--- config.mk ---
export PLATFORM = sky130hd
export DESIGN_NAME = pipe_hazard_ctrl
export DESIGN_NICKNAME = d
export VERILOG_FILES = /design/src/rtl/pipe_pkg.sv /design/src/rtl/fwd_sel.sv /design/src/rtl/pipe_hazard_ctrl.sv
export SDC_FILE = /design/constraint.sdc
export NUM_CORES = 1
export LEC_CHECK = 0
export ABC_AREA = 1
export ABC_CLOCK_PERIOD_IN_PS = 2850
export BUFFER_PORTS_ARGS = -buffer_cell sky130_fd_sc_hd__buf_2
export CORE_MARGIN = 2
export CORE_UTILIZATION = 49
export CTS_BUF_LIST = sky130_fd_sc_hd__clkbuf_8
export DETAILED_ROUTE_END_ITERATION = 16
export PLACE_DENSITY_LB_ADDON = 0.25
export SETUP_SLACK_MARGIN = 0.15
export SKIP_LAST_GASP = 1
export SLEW_MARGIN = 10
export SYNTH_ARGS = -nofsm -noshare
export SYNTH_HDL_FRONTEND = slang
export SYNTH_SLANG_ARGS = --single-unit
--- constraint.sdc ---
create_clock -name clk -period 2.85 [get_ports clk]
set_input_delay 0.1425 -clock clk [delete_from_list [all_inputs] [get_ports clk]]
set_output_delay 0.1425 -clock clk [all_outputs]
set_load 0.005 [all_outputs]
--- src/rtl/pipe_pkg.sv ---
// Shared types and constants for the pipeline hazard controller.
package pipe_pkg;

  typedef enum logic [1:0] {
    RUN,
    DRAIN,
    HALTED
  } hz_state_t;

  localparam logic [1:0] FWD_RF  = 2'b00;
  localparam logic [1:0] FWD_WB  = 2'b01;
  localparam logic [1:0] FWD_MEM = 2'b10;

  // A write to x0 is architecturally discarded, so it never creates a dependency.
  function automatic logic reg_hit(input logic we, input logic [4:0] rd, input logic [4:0] rs);
    return we && (rd != 5'd0) && (rd == rs);
  endfunction

endpackage

--- src/rtl/fwd_sel.sv ---
// E-stage operand forward select for one source register; M-stage producer wins over W.
module fwd_sel
  import pipe_pkg::*;
(
  input  logic [4:0] ra_e_i,
  input  logic [4:0] rd_m_i,
  input  logic [4:0] rd_w_i,
  input  logic       reg_write_m_i,
  input  logic       reg_write_w_i,
  output logic [1:0] sel_o
);

  always_comb begin
    sel_o = FWD_RF;
    if (reg_hit(reg_write_m_i, rd_m_i, ra_e_i)) begin
      sel_o = FWD_MEM;
    end else if (reg_hit(reg_write_w_i, rd_w_i, ra_e_i)) begin
      sel_o = FWD_WB;
    end
  end

endmodule

--- src/rtl/pipe_hazard_ctrl.sv ---
// Hazard, flush, memory-freeze and halt-drain control for the 5-stage pipeline.
// Define FORWARDING_EN to resolve RAW hazards by forwarding instead of stalling.
module pipe_hazard_ctrl
  import pipe_pkg::*;
#(
  parameter int unsigned MEM_TIMEOUT = 255,
  parameter int unsigned TCNT_W      = 8
) (
  input  logic       clk,
  input  logic       reset,
  input  logic [4:0] ra1D,
  input  logic [4:0] ra2D,
  input  logic [4:0] ra1E,
  input  logic [4:0] ra2E,
  input  logic [4:0] rdE,
  input  logic [4:0] rdM,
  input  logic [4:0] rdW,
  input  logic       reg_writeE,
  input  logic       reg_writeM,
  input  logic       reg_writeW,
  input  logic       mem_to_regE,
  input  logic       pc_srcE,
  input  logic       jumpE,
  input  logic       hltE,
  input  logic       hltW,
  input  logic       mem_reqM,
  input  logic       mem_readyM,
  output logic       stallF,
  output logic       stallD,
  output logic       stallE,
  output logic       stallM,
  output logic       flushD,
  output logic       flushE,
  output logic       flushW,
  output logic [1:0] forwardAE,
  output logic [1:0] forwardBE,
  output logic       halted,
  output logic       mem_timeout
);

  localparam logic [TCNT_W-1:0] TLimit = TCNT_W'(MEM_TIMEOUT);

  hz_state_t         state_q, state_d;
  logic [TCNT_W-1:0] tcnt_q, tcnt_d;
  logic              mem_timeout_q, mem_timeout_d;

  logic       lwstall, cc, mwait, hz_stall;
  logic [1:0] fwd_a, fwd_b;

  assign lwstall = mem_to_regE && (rdE != 5'd0) && ((rdE == ra1D) || (rdE == ra2D));
  assign cc      = pc_srcE | jumpE;
  assign mwait   = mem_reqM & ~mem_readyM;

`ifdef FORWARDING_EN
  fwd_sel u_fwd_a (
    .ra_e_i        (ra1E),
    .rd_m_i        (rdM),
    .rd_w_i        (rdW),
    .reg_write_m_i (reg_writeM),
    .reg_write_w_i (reg_writeW),
    .sel_o         (fwd_a)
  );

  fwd_sel u_fwd_b (
    .ra_e_i        (ra2E),
    .rd_m_i        (rdM),
    .rd_w_i        (rdW),
    .reg_write_m_i (reg_writeM),
    .reg_write_w_i (reg_writeW),
    .sel_o         (fwd_b)
  );

  assign hz_stall = lwstall;
`else
  // W-stage producers need no stall: the register file writes through to the D-stage read.
  logic unused_nofwd;
  assign unused_nofwd = ^{ra1E, ra2E, rdW, reg_writeW};
  assign fwd_a        = FWD_RF;
  assign fwd_b        = FWD_RF;
  assign hz_stall     = lwstall
                      | reg_hit(reg_writeE, rdE, ra1D) | reg_hit(reg_writeE, rdE, ra2D)
                      | reg_hit(reg_writeM, rdM, ra1D) | reg_hit(reg_writeM, rdM, ra2D);
`endif

  always_comb begin
    state_d       = state_q;
    tcnt_d        = '0;
    mem_timeout_d = mem_timeout_q;
    if (mwait) begin
      tcnt_d        = (tcnt_q == TLimit) ? tcnt_q : tcnt_q + TCNT_W'(1);
      mem_timeout_d = mem_timeout_q | (tcnt_d == TLimit);
    end else begin
      case (state_q)
        RUN:     if (hltE) state_d = DRAIN;
        DRAIN:   if (hltW) state_d = HALTED;
        default: state_d = state_q;
      endcase
    end
  end

  always_comb begin
    stallF    = 1'b0;
    stallD    = 1'b0;
    stallE    = 1'b0;
    stallM    = 1'b0;
    flushD    = 1'b0;
    flushE    = 1'b0;
    flushW    = 1'b0;
    forwardAE = FWD_RF;
    forwardBE = FWD_RF;
    if (reset) begin
      // everything quiet during the reset cycle
    end else if (state_q == HALTED) begin
      {stallF, stallD, stallE, stallM} = 4'b1111;
      flushE = 1'b1;
      flushW = 1'b1;
    end else if (mwait) begin
      {stallF, stallD, stallE, stallM} = 4'b1111;
      flushW = 1'b1;
    end else begin
      forwardAE = fwd_a;
      forwardBE = fwd_b;
      if (state_q == DRAIN) begin
        stallF = 1'b1;
        flushD = 1'b1;
        flushE = 1'b1;
      end else begin
        // A control change discards the stalled instruction, so the new PC must be fetched.
        stallF = hz_stall & ~cc;
        stallD = hz_stall & ~cc;
        flushE = hz_stall | cc;
        flushD = cc;
      end
    end
  end

  assign halted      = (state_q == HALTED);
  assign mem_timeout = mem_timeout_q;

  always_ff @(posedge clk) begin
    if (reset) begin
      state_q       <= RUN;
      tcnt_q        <= '0;
      mem_timeout_q <= 1'b0;
    end else begin
      state_q       <= state_d;
      tcnt_q        <= tcnt_d;
      mem_timeout_q <= mem_timeout_d;
    end
  end

endmodule

==> results of run 1 <==
## flip-flops by register name, summed over array words and instances (netlist names)
signal,count
state_q,2
tcnt_q,8
mem_timeout,1
## logic make-up after synthesis
family	count (synthesis)
AND/OR/NAND/NOR	109
XOR/XNOR	10
other	1
AO/OA/AOI/OAI	18
buffers and inverters	42
adder cells (fa/ha/maj)	1
flip-flops	11
## report_power, final
group / switching, mW / total, mW / internal [mW]
clock network: 0.0587 / 0.153 / 0.0946
logic: 0.0644 / 0.115 / 0.0505
registers: 0.00428 / 0.163 / 0.159
total: 0.127 / 0.431 / 0.304
## worst max-delay path, delay by kind of cell, from the launching register on
| family | cells | cell delay (ns) |
|---|---|---|
| AO/OA/AOI/OAI | 1 | 0.10 |
| adder cells (fa/ha/maj) | 1 | 0.21 |
| flip-flops | 1 | 0.37 |
| AND/OR/NAND/NOR | 7 | 0.86 |
## cell usage in the layout, fill, tap and decap left out, drive strengths merged
cell type | synthesis | routed
ha | 1 | 1
clkbuf | 1 | 3
nor3 | 3 | 3
nand3 | 14 | 14
dfxtp | 11 | 11
buf | 7 | 39
conb | 1 | 4
a21oi | 11 | 11
xor2 | 5 | 5
o22ai | 1 | 1
o21ai | 4 | 4
nor2 | 21 | 21
a31oi | 1 | 1
nor4 | 1 | 1
nand2 | 68 | 68
nand4 | 2 | 2
xnor2 | 5 | 5
inv | 34 | 35
o21a | 1 | 1
## final cells by class
cell class,instances,area share (%)
multi-input cells,142,51.9
flip-flops and latches,11,17.0
repair buffers,39,15.1
inverters,34,9.87
clock buffers,3,3.19
well taps,27,2.61
clock inverters,1,0.290
## metrics by stage
stage	setup slack (ns)	total power, mW	cells
floorplan	1.40	0.240	195
global placement	1.24	0.280	253
detailed placement	1.25	0.281	253
CTS	1.23	0.437	257
global route	1.04	0.462	257
finish	1.24	0.431	257
## worst paths after layout
kind               start           to  slack, ns  cells past startpoint
max reg2reg    tcnt_q[0]  mem_timeout       1.24                      9
max            tcnt_q[0]  mem_timeout       1.24                      9
min                reset  mem_timeout       0.15                      2
min reg2reg  mem_timeout  mem_timeout       0.46                      2
## metal layers
metal  global-route usage, %  up-vias
li1                        -      654
met4                    5.41        0
met2                    30.9       27
met1                    25.9      483
met3                    4.46        2
met5                       0        -
==> qor.csv, run 1 <==
metric,value,unit
status,"finished, final reports clean",
antenna_found_initial,0,
ys_seq_elements,11,
p_leak,0.756,nW
maxCapViolCount,0,
slowest_stage,dfxtp_1,
cpPeakStageDelay,0.37,ns
die_h,50.7,microns
wl_met2,990,microns
synth_xor_area_share,8.21,%
synthArstFlopShare,0,%
h-tree-depth,1,
hold_buffers,0,
cts_made_buffers,3,
synth_fa_ha_area_share,1.17,%
cp.arrival,1.78,ns
yosysTopAreaCell,nand2_1,
core,0.00200,sq mm
finalMaxSlewViolations,0,
design_area,0.00129,sq mm
num_io_pins,60,
postRouteAntennaNets,0,
holdWs,0.153,ns
port_buffers,39,
clock_sinks,11,
synthFlopType,dfxtp_1,
gp_congestion,0.814,
wl_per_cell,8.53,microns
fp.dieArea,0.00257,sq mm
met3RoutedLength,106,microns
hold_viol,0,
ctsRootBufferMaster,clkbuf_8,
setup-tns-final,0,ns
final_core_util,64.6,%
start_util,53.3,%
critPathMaxFanout,11,
regArea,220,sq um
synth_top_family_by_area,simple AND/OR/NAND/NOR gates,
critPathRequiredTime,3.03,ns
drt_wl_total,2.19,mm
crit_path_end_kind,flop,
skew,0.00386,ns
layout_min_cycle_time,1.61,ns
routed.top_layer,met4,
vias,1166,
synth_edf_count,0,
peakVddDrop,0.000215,V
startpoint_type,flop,
hpwl,1.83,mm
rsz0062_at_grt,no,
post_dp_cell_area,0.00125,sq mm
syn_area_per_cell,5.56,sq um
path_common_cell,nand2_1,
yosysMostFrequentCell,nand2_1,
worstSetupPathType,flop to flop,
ys_warn_count,0,
p_per_area,334,mW/mm^2
grt_max_degree,12,
grt_pass1_wl,3.91,mm
first_global_vias,1012,
fin_crit_sh,56.4,%
cts_resized,0,
rows,16,
drive_gt1_share,20.9,%
drtIter0Drc,19,
synthesis.area,0.00107,sq mm
insertion_delay,0.24,ns
grt.total_usage,19.3,%
synth.area.top_cells,"nand2_1 23%, dfxtp_1 21%, inv_1 12%",
yosysTopAreaCellShare,22.9,%
synth_seq_area_share,20.6,%
cts_tree,yes,
area_growth,21.1,%
cts.reportedPaths.clkPinSlew,0.05,ns
synthCells,192,
crit_chain,ha_1 -> nand2_1 -> nor3_4 -> nand2_2 -> nand3_1 -> nand2_1 -> nor2_1 -> nand2_1 -> a21oi_2,
antennaDiodeCount,0,
fmax,622,MHz
synthSimpleGateAreaFrac,42.8,%
hp-class,input pin to flop,
setup_viol,0,
cts_buffer_depth,2,
globalRouteOverflowTotal,0,
synth_mux_area_share,0,%
synth-compound-area-share,9.26,%
wl_met1,1.08,mm
fp.dieW,50.7,microns
multi_input_area,671,sq um
avgViaCountPerCell,4.54,
netlist-cell-type-count,24,
drc,0,
first_pass_iters,4,
postCtsSetupRepairBufs,0,
fillers,227,
synthTopCellsByCount,"65 x nand2_1, 33 x inv_1, 21 x nor2_1, 14 x nand3_1, 11 x dfxtp_1",
final_nets,279,
No activity file was read; power rests on OpenSTA's default activity.
==> run 2: changes to the inputs <==
ABC_AREA = 0   (was 1)
ABC_CLOCK_PERIOD_IN_PS = 1400   (was 2850)
CORE_UTILIZATION = 40   (was 49)
clock period = 1.4 ns   (was 2.85 ns; I/O delays follow)
==> run 2 against run 1 <==
The run now ends with setup timing left; register-to-register slack worse by 1.3 ns; routed wire length up 19%; highest routed layer unchanged; critical path depth down 3; sequential cell count unchanged; via count down 6.1%; sequential power up 99%; setup slack worse by 1.3 ns; worst hold slack worse by 0.12 ns; final area up 10%; critical path type is now input pin to primary output; first-iteration DRC count up 16%; synthesized cell count down 35%.
==> qor.csv, run 2 <==
metric,value,unit
finalMaxSlewViolations,0,
status,finished with violations,
cts_buffer_depth,2,
mostFrequentLayoutCells,"37 x buf_2, 21 x xnor2_1, 10 x nand2_1, 10 x buf_4, 8 x dfxtp_1",
cts_made_buffers,3,
p_clk_share,35.7,%
rows,17,
worst_r2r_path_depth,6,
die_h,53.1,microns
yosysTopAreaCellShare,22.8,%
post_dp_cell_area,0.00125,sq mm
peakVddDrop,0.000675,V
skew,0.00176,ns
yosysTopAreaCell,dfxtp_1,
final_nets,223,
hold_viol,0,
switchingPower,253,uW
fp.dieW,53.1,microns
fillers,207,
synthesis.area,965,sq um
cpPeakStageDelay,0.51,ns
setup_viol,5,
largest_reg_flops,8,
gp_congestion,0.872,
grt.total_usage,19.8,%
holdWs,0.0331,ns
startpoint_type,input pin,
synthCells,125,
cp.arrival,1.37,ns
design_area,0.00142,sq mm
synth_seq_area_share,22.8,%
synthArstFlopShare,0,%
fin_crit_sh,103,%
globalRouteOverflowTotal,0,
maxCapViolCount,0,
p_leak,0.594,nW
drive_gt1_share,46.0,%
final_common_cell,buf_2,
syn_area_per_cell,7.72,sq um
ys_warn_count,0,
layout_min_cycle_time,1.44,ns
synth_edf_count,0,
min_path_cells,2,
area_growth,47.6,%
final_core_util,63.2,%
synthFlopType,dfxtp_1,
p_per_area,631,mW/mm^2
drtIter0Drc,22,
worstSetupPathType,input pin to primary output,
netlist-cell-type-count,38,
crit_path_end_kind,primary output,
wl_per_cell,12.9,microns
first_pass_iters,4,
fmax,696,MHz
ys_seq_elements,11,
h-tree-depth,1,
postRouteAntennaNets,0,
top_register,tcnt_q,
hp-class,input pin to flop,
seqPwrFrac,36.1,%
antenna_found_initial,0,
hold_buffers,0,
fin_ws,-0.0373,ns
grt_pass1_wl,4.13,mm
port_buffers,39,
critPathRequiredTime,1.33,ns
drt_wl_total,2.61,mm
vias,1095,
synthTopCellsByCount,"21 x xnor2_1, 11 x dfxtp_1, 10 x nand2_1, 8 x nand3_1",
slowest_stage,or4_4,
first_global_vias,1043,
crit_chain,buf_6 -> or4_4 -> o22a_1 -> a32oi_2 -> a311oi_2 -> buf_2,
p_sw_share,28.2,%
power.total,898,uW
avgViaCountPerCell,5.42,
rsz0062_at_grt,yes,
ctsRootBufferMaster,clkbuf_8,
num_io_pins,60,
start_util,42.8,%
drc,0,
hpwl,1.95,mm
yosysMostFrequentCell,xnor2_1,
cts_tree,yes,
pwr-share-comb,28.2,%
fp.dieArea,0.00282,sq mm
violations,setup timing,
intPower,645,uW
antennaDiodeCount,0,
insertion_delay,0.24,ns
clock_sinks,11,
cts.reportedPaths.clkPinSlew,0.05,ns
synth.area.top_cells,"dfxtp_1 23%, xnor2_1 19%, buf_4 5.4%",
core,0.00225,sq mm
grt_max_degree,12,
critPathMaxFanout,3,
## run 2: changes by cell type in the layout (fill, tap and decap cells not counted), moves of 7 or more
cell     change
inv_1       -29
xnor2_1     +16
nand2_1     -55
a21oi_1      -7
buf_4       +10
nand3_1      -8
nor2_1      -15
## run 2: layer usage
layer | track usage (%) | wire length, microns | vias to the layer above
met5 | 0 | 0 | -
met4 | 12.4 | 72 | 0
met3 | 3.11 | 99 | 9
met2 | 35.0 | 1370 | 34
met1 | 21.7 | 1060 | 518
li1 | - | - | 534
## run 2: path summary, 6_finish.rpt
path	startpoint	endpoint	slack, ns
setup / recovery	rdE[3]	flushE	-0.04
hold / removal	hltW	state_q[0]	0.03
setup reg to reg	tcnt_q[1]	mem_timeout	-0.03
hold reg to reg	mem_timeout	mem_timeout	0.48
## run 2: power by group through the flow
stage	Clock, mW	Sequential, mW	Combinational (mW)
2_1_floorplan	0	0.328	0.137
3_3_place_gp	0	0.327	0.221
3_5_place_dp	0	0.328	0.229
4_1_cts	0.323	0.323	0.240
5_1_grt	0.333	0.325	0.280
6_report	0.321	0.324	0.254
## run 2: metrics by stage
step	TNS [ns]	setup WS, ns	instances
after global placement	-0.289	-0.0755	196
after CTS	-0.0229	-0.0140	201
final	-0.123	-0.0373	202
after detailed placement	-0.288	-0.0657	196
after floorplan	-0.0409	-0.0409	128
after global routing	-0.730	-0.107	202
## run 2: layout make-up
type                    count  area (sq um)  area share (%)
well taps                  28          35.0            2.46
repair buffers             53           328            23.0
clock buffers               3          41.3            2.90
flip-flops and latches     11           229            16.1
multi-input cells         102           772            54.2
clock inverters             1          3.75           0.264
inverters                   4          15.0            1.05
## run 2: cell families (layout without fill, tap and decap cells)
family	after synthesis	count (layout)	share of synthesized area [%]
fa+ha+maj	1	1	1.30
mux	1	1	1.04
simple gates	47	47	25.9
other cells	1	4	0.389
flops	11	11	22.8
compound gates	28	28	20.1
xor+xnor	21	21	19.1
buf+inv	15	61	9.34
## run 2: critical path: cells and delay by family
family          cells  cell delay (ns)
compound gates      3             0.55
buf+inv             2             0.24
simple gates        1             0.51
## run 2: what timing repair did
item / 4_1_cts / 5_1_grt
resized for setup: 9 / 17
setup endpoints to repair: 11 / 15
hold endpoints to repair: 0 / 0
setup buffers: 1 / 1
gates cloned: 0 / 0
pin swaps: 9 / 5
==> run 3: changes to the inputs <==
ABC_AREA = 1   (was 0)
CORE_UTILIZATION = 41   (was 40)
PLACE_DENSITY = 0.88   (was not set)
PLACE_DENSITY_LB_ADDON = not set   (was 0.25)
SETUP_SLACK_MARGIN = 0.1   (was 0.15)
==> run 3 against run 2 <==
Cell count is 33% higher; sequential power up 4%; combinational power grew 3%; final area down 0.53%; the flow now finishes without violations; sequential cell count stayed put; count of clock-buffer cells in the layout unchanged; first-iteration DRC count increased by 9.1%; setup slack better by 0.044 ns; register-to-register slack better by 0.04 ns.
==> qor.csv, run 3 (synthesis results as in run 1) <==
metric,value,unit
min_path_cells,2,
setup_viol,0,
clock_sinks,11,
regArea,225,sq um
maxCapViolCount,0,
port_buffers,39,
hp-class,input pin to flop,
skew,0.000565,ns
grt_pass1_wl,4.06,mm
fmax,717,MHz
rsz0062_at_grt,yes,
avgViaCountPerCell,4.65,
final_core_util,57.2,%
start_util,43.1,%
worstSetupPathType,flop to flop,
startpoint_type,flop,
multi_input_area,726,sq um
final_common_cell,nand2_1,
crit_family,simple AND/OR/NAND/NOR gates,
fp.dieArea,0.00303,sq mm
cts_buffer_depth,2,
first_global_vias,1031,
status,"finished, final reports clean",
finalMaxSlewViolations,0,
peakVddDrop,0.000587,V
crit_path_end_kind,flop,
layout_min_cycle_time,1.39,ns
holdWs,0.0995,ns
worst_r2r_path_depth,9,
hold_viol,0,
path_common_cell,nand2_1,
path_buf_inv,1,
grt.total_usage,18.3,%
drc,0,
first_pass_iters,4,
cts_made_buffers,3,
insertion_delay,0.24,ns
rows,18,
p_leak,0.817,nW
power.total,915,uW
fp.dieW,55.0,microns
fillers,255,
drtIter0Drc,24,
cts.reportedPaths.clkPinSlew,0.05,ns
regToRegStartpoint,tcnt_q[0],
min_from,reset,
critPathMaxFanout,3,
setup-tns-final,0,ns
cp.arrival,1.52,ns
cpPeakStageDelay,0.35,ns
cts_tree,yes,
antenna_found_initial,0,
final_nets,287,
core,0.00248,sq mm
holdPathEnd,mem_timeout,
die_h,55.0,microns
top_register,tcnt_q,
postRouteAntennaNets,0,
p_per_area,646,mW/mm^2
ctsRootBufferMaster,clkbuf_8,
antennaDiodeCount,0,
r2r-end,mem_timeout,
largest_reg_flops,8,
vias,1245,
h-tree-depth,1,
hpwl,2.10,mm
mostFrequentLayoutCells,"62 x nand2_1, 39 x buf_2, 34 x inv_1",
slowest_stage,dfxtp_2,
fin_crit_sh,99.6,%
crit_chain,buf_4 -> nand3_1 -> nor2_2 -> xor2_1 -> nand2_1 -> nand2_1 -> nor2_1 -> nand2_1 -> a21oi_2,
wl_per_cell,9.43,microns
area_growth,32.7,%
grt_max_degree,10,
critPathRequiredTime,1.53,ns
drt_wl_total,2.53,mm
gp_congestion,0.823,
num_io_pins,60,
drive_gt1_share,29.4,%
globalRouteOverflowTotal,0,
reg2reg_slack,0.006,ns
## run 3: area by class of cell
type	count	area share, %
Clock buffer	3	2.92
Timing Repair Buffer	47	18.0
Multi-Input combinational cell	142	51.2
Inverter	34	9.01
Clock inverter	1	0.265
Tap cell	30	2.65
Sequential cell	11	15.9
## run 3: per-stage QoR
stage | cells | setup WS, ns | area, sq um
after global placement | 263 | -0.0231 | 1320
after detailed placement | 263 | -0.0546 | 1320
final | 268 | 0.00619 | 1420
after CTS | 267 | -0.00359 | 1390
after global routing | 268 | -0.166 | 1420
after floorplan | 195 | -0.0196 | 1100
## run 3: power breakdown
group	internal (mW)	switching, mW	total, mW
sequential	0.325	0.0116	0.336
clock	0.193	0.125	0.319
combinational	0.113	0.148	0.261
## run 3: how the worst max path moves through the flow
stage                    from     endpoint  slack [ns]  depth (start not counted)
global placement    tcnt_q[1]  mem_timeout       -0.02                         10
detailed placement  tcnt_q[1]  mem_timeout       -0.05                         10
floorplan           tcnt_q[1]  mem_timeout       -0.02                         10
global route        tcnt_q[1]  mem_timeout       -0.17                          9
CTS                 tcnt_q[1]  mem_timeout      -0.004                          9
finish              tcnt_q[0]  mem_timeout       0.006                          9
## run 3: repair_timing
action,4_1_cts,5_1_grt
setup endpoints to repair,13,15
hold endpoints to repair,0,0
setup buffers,0,1
hold buffers,0,0
gates cloned,0,0
pin swaps,2,0
gates resized for setup,10,3
## run 3: metal layers
| layer | GRT usage (%) | vias up | wire, microns |
|---|---|---|---|
| met1 | 21.8 | 542 | 1150 |
| met4 | 1.22 | 0 | 7 |
| met2 | 33.3 | 34 | 1230 |
| li1 | - | 667 | - |
| met3 | 5.65 | 2 | 146 |
| met5 | 0 | - | 0 |
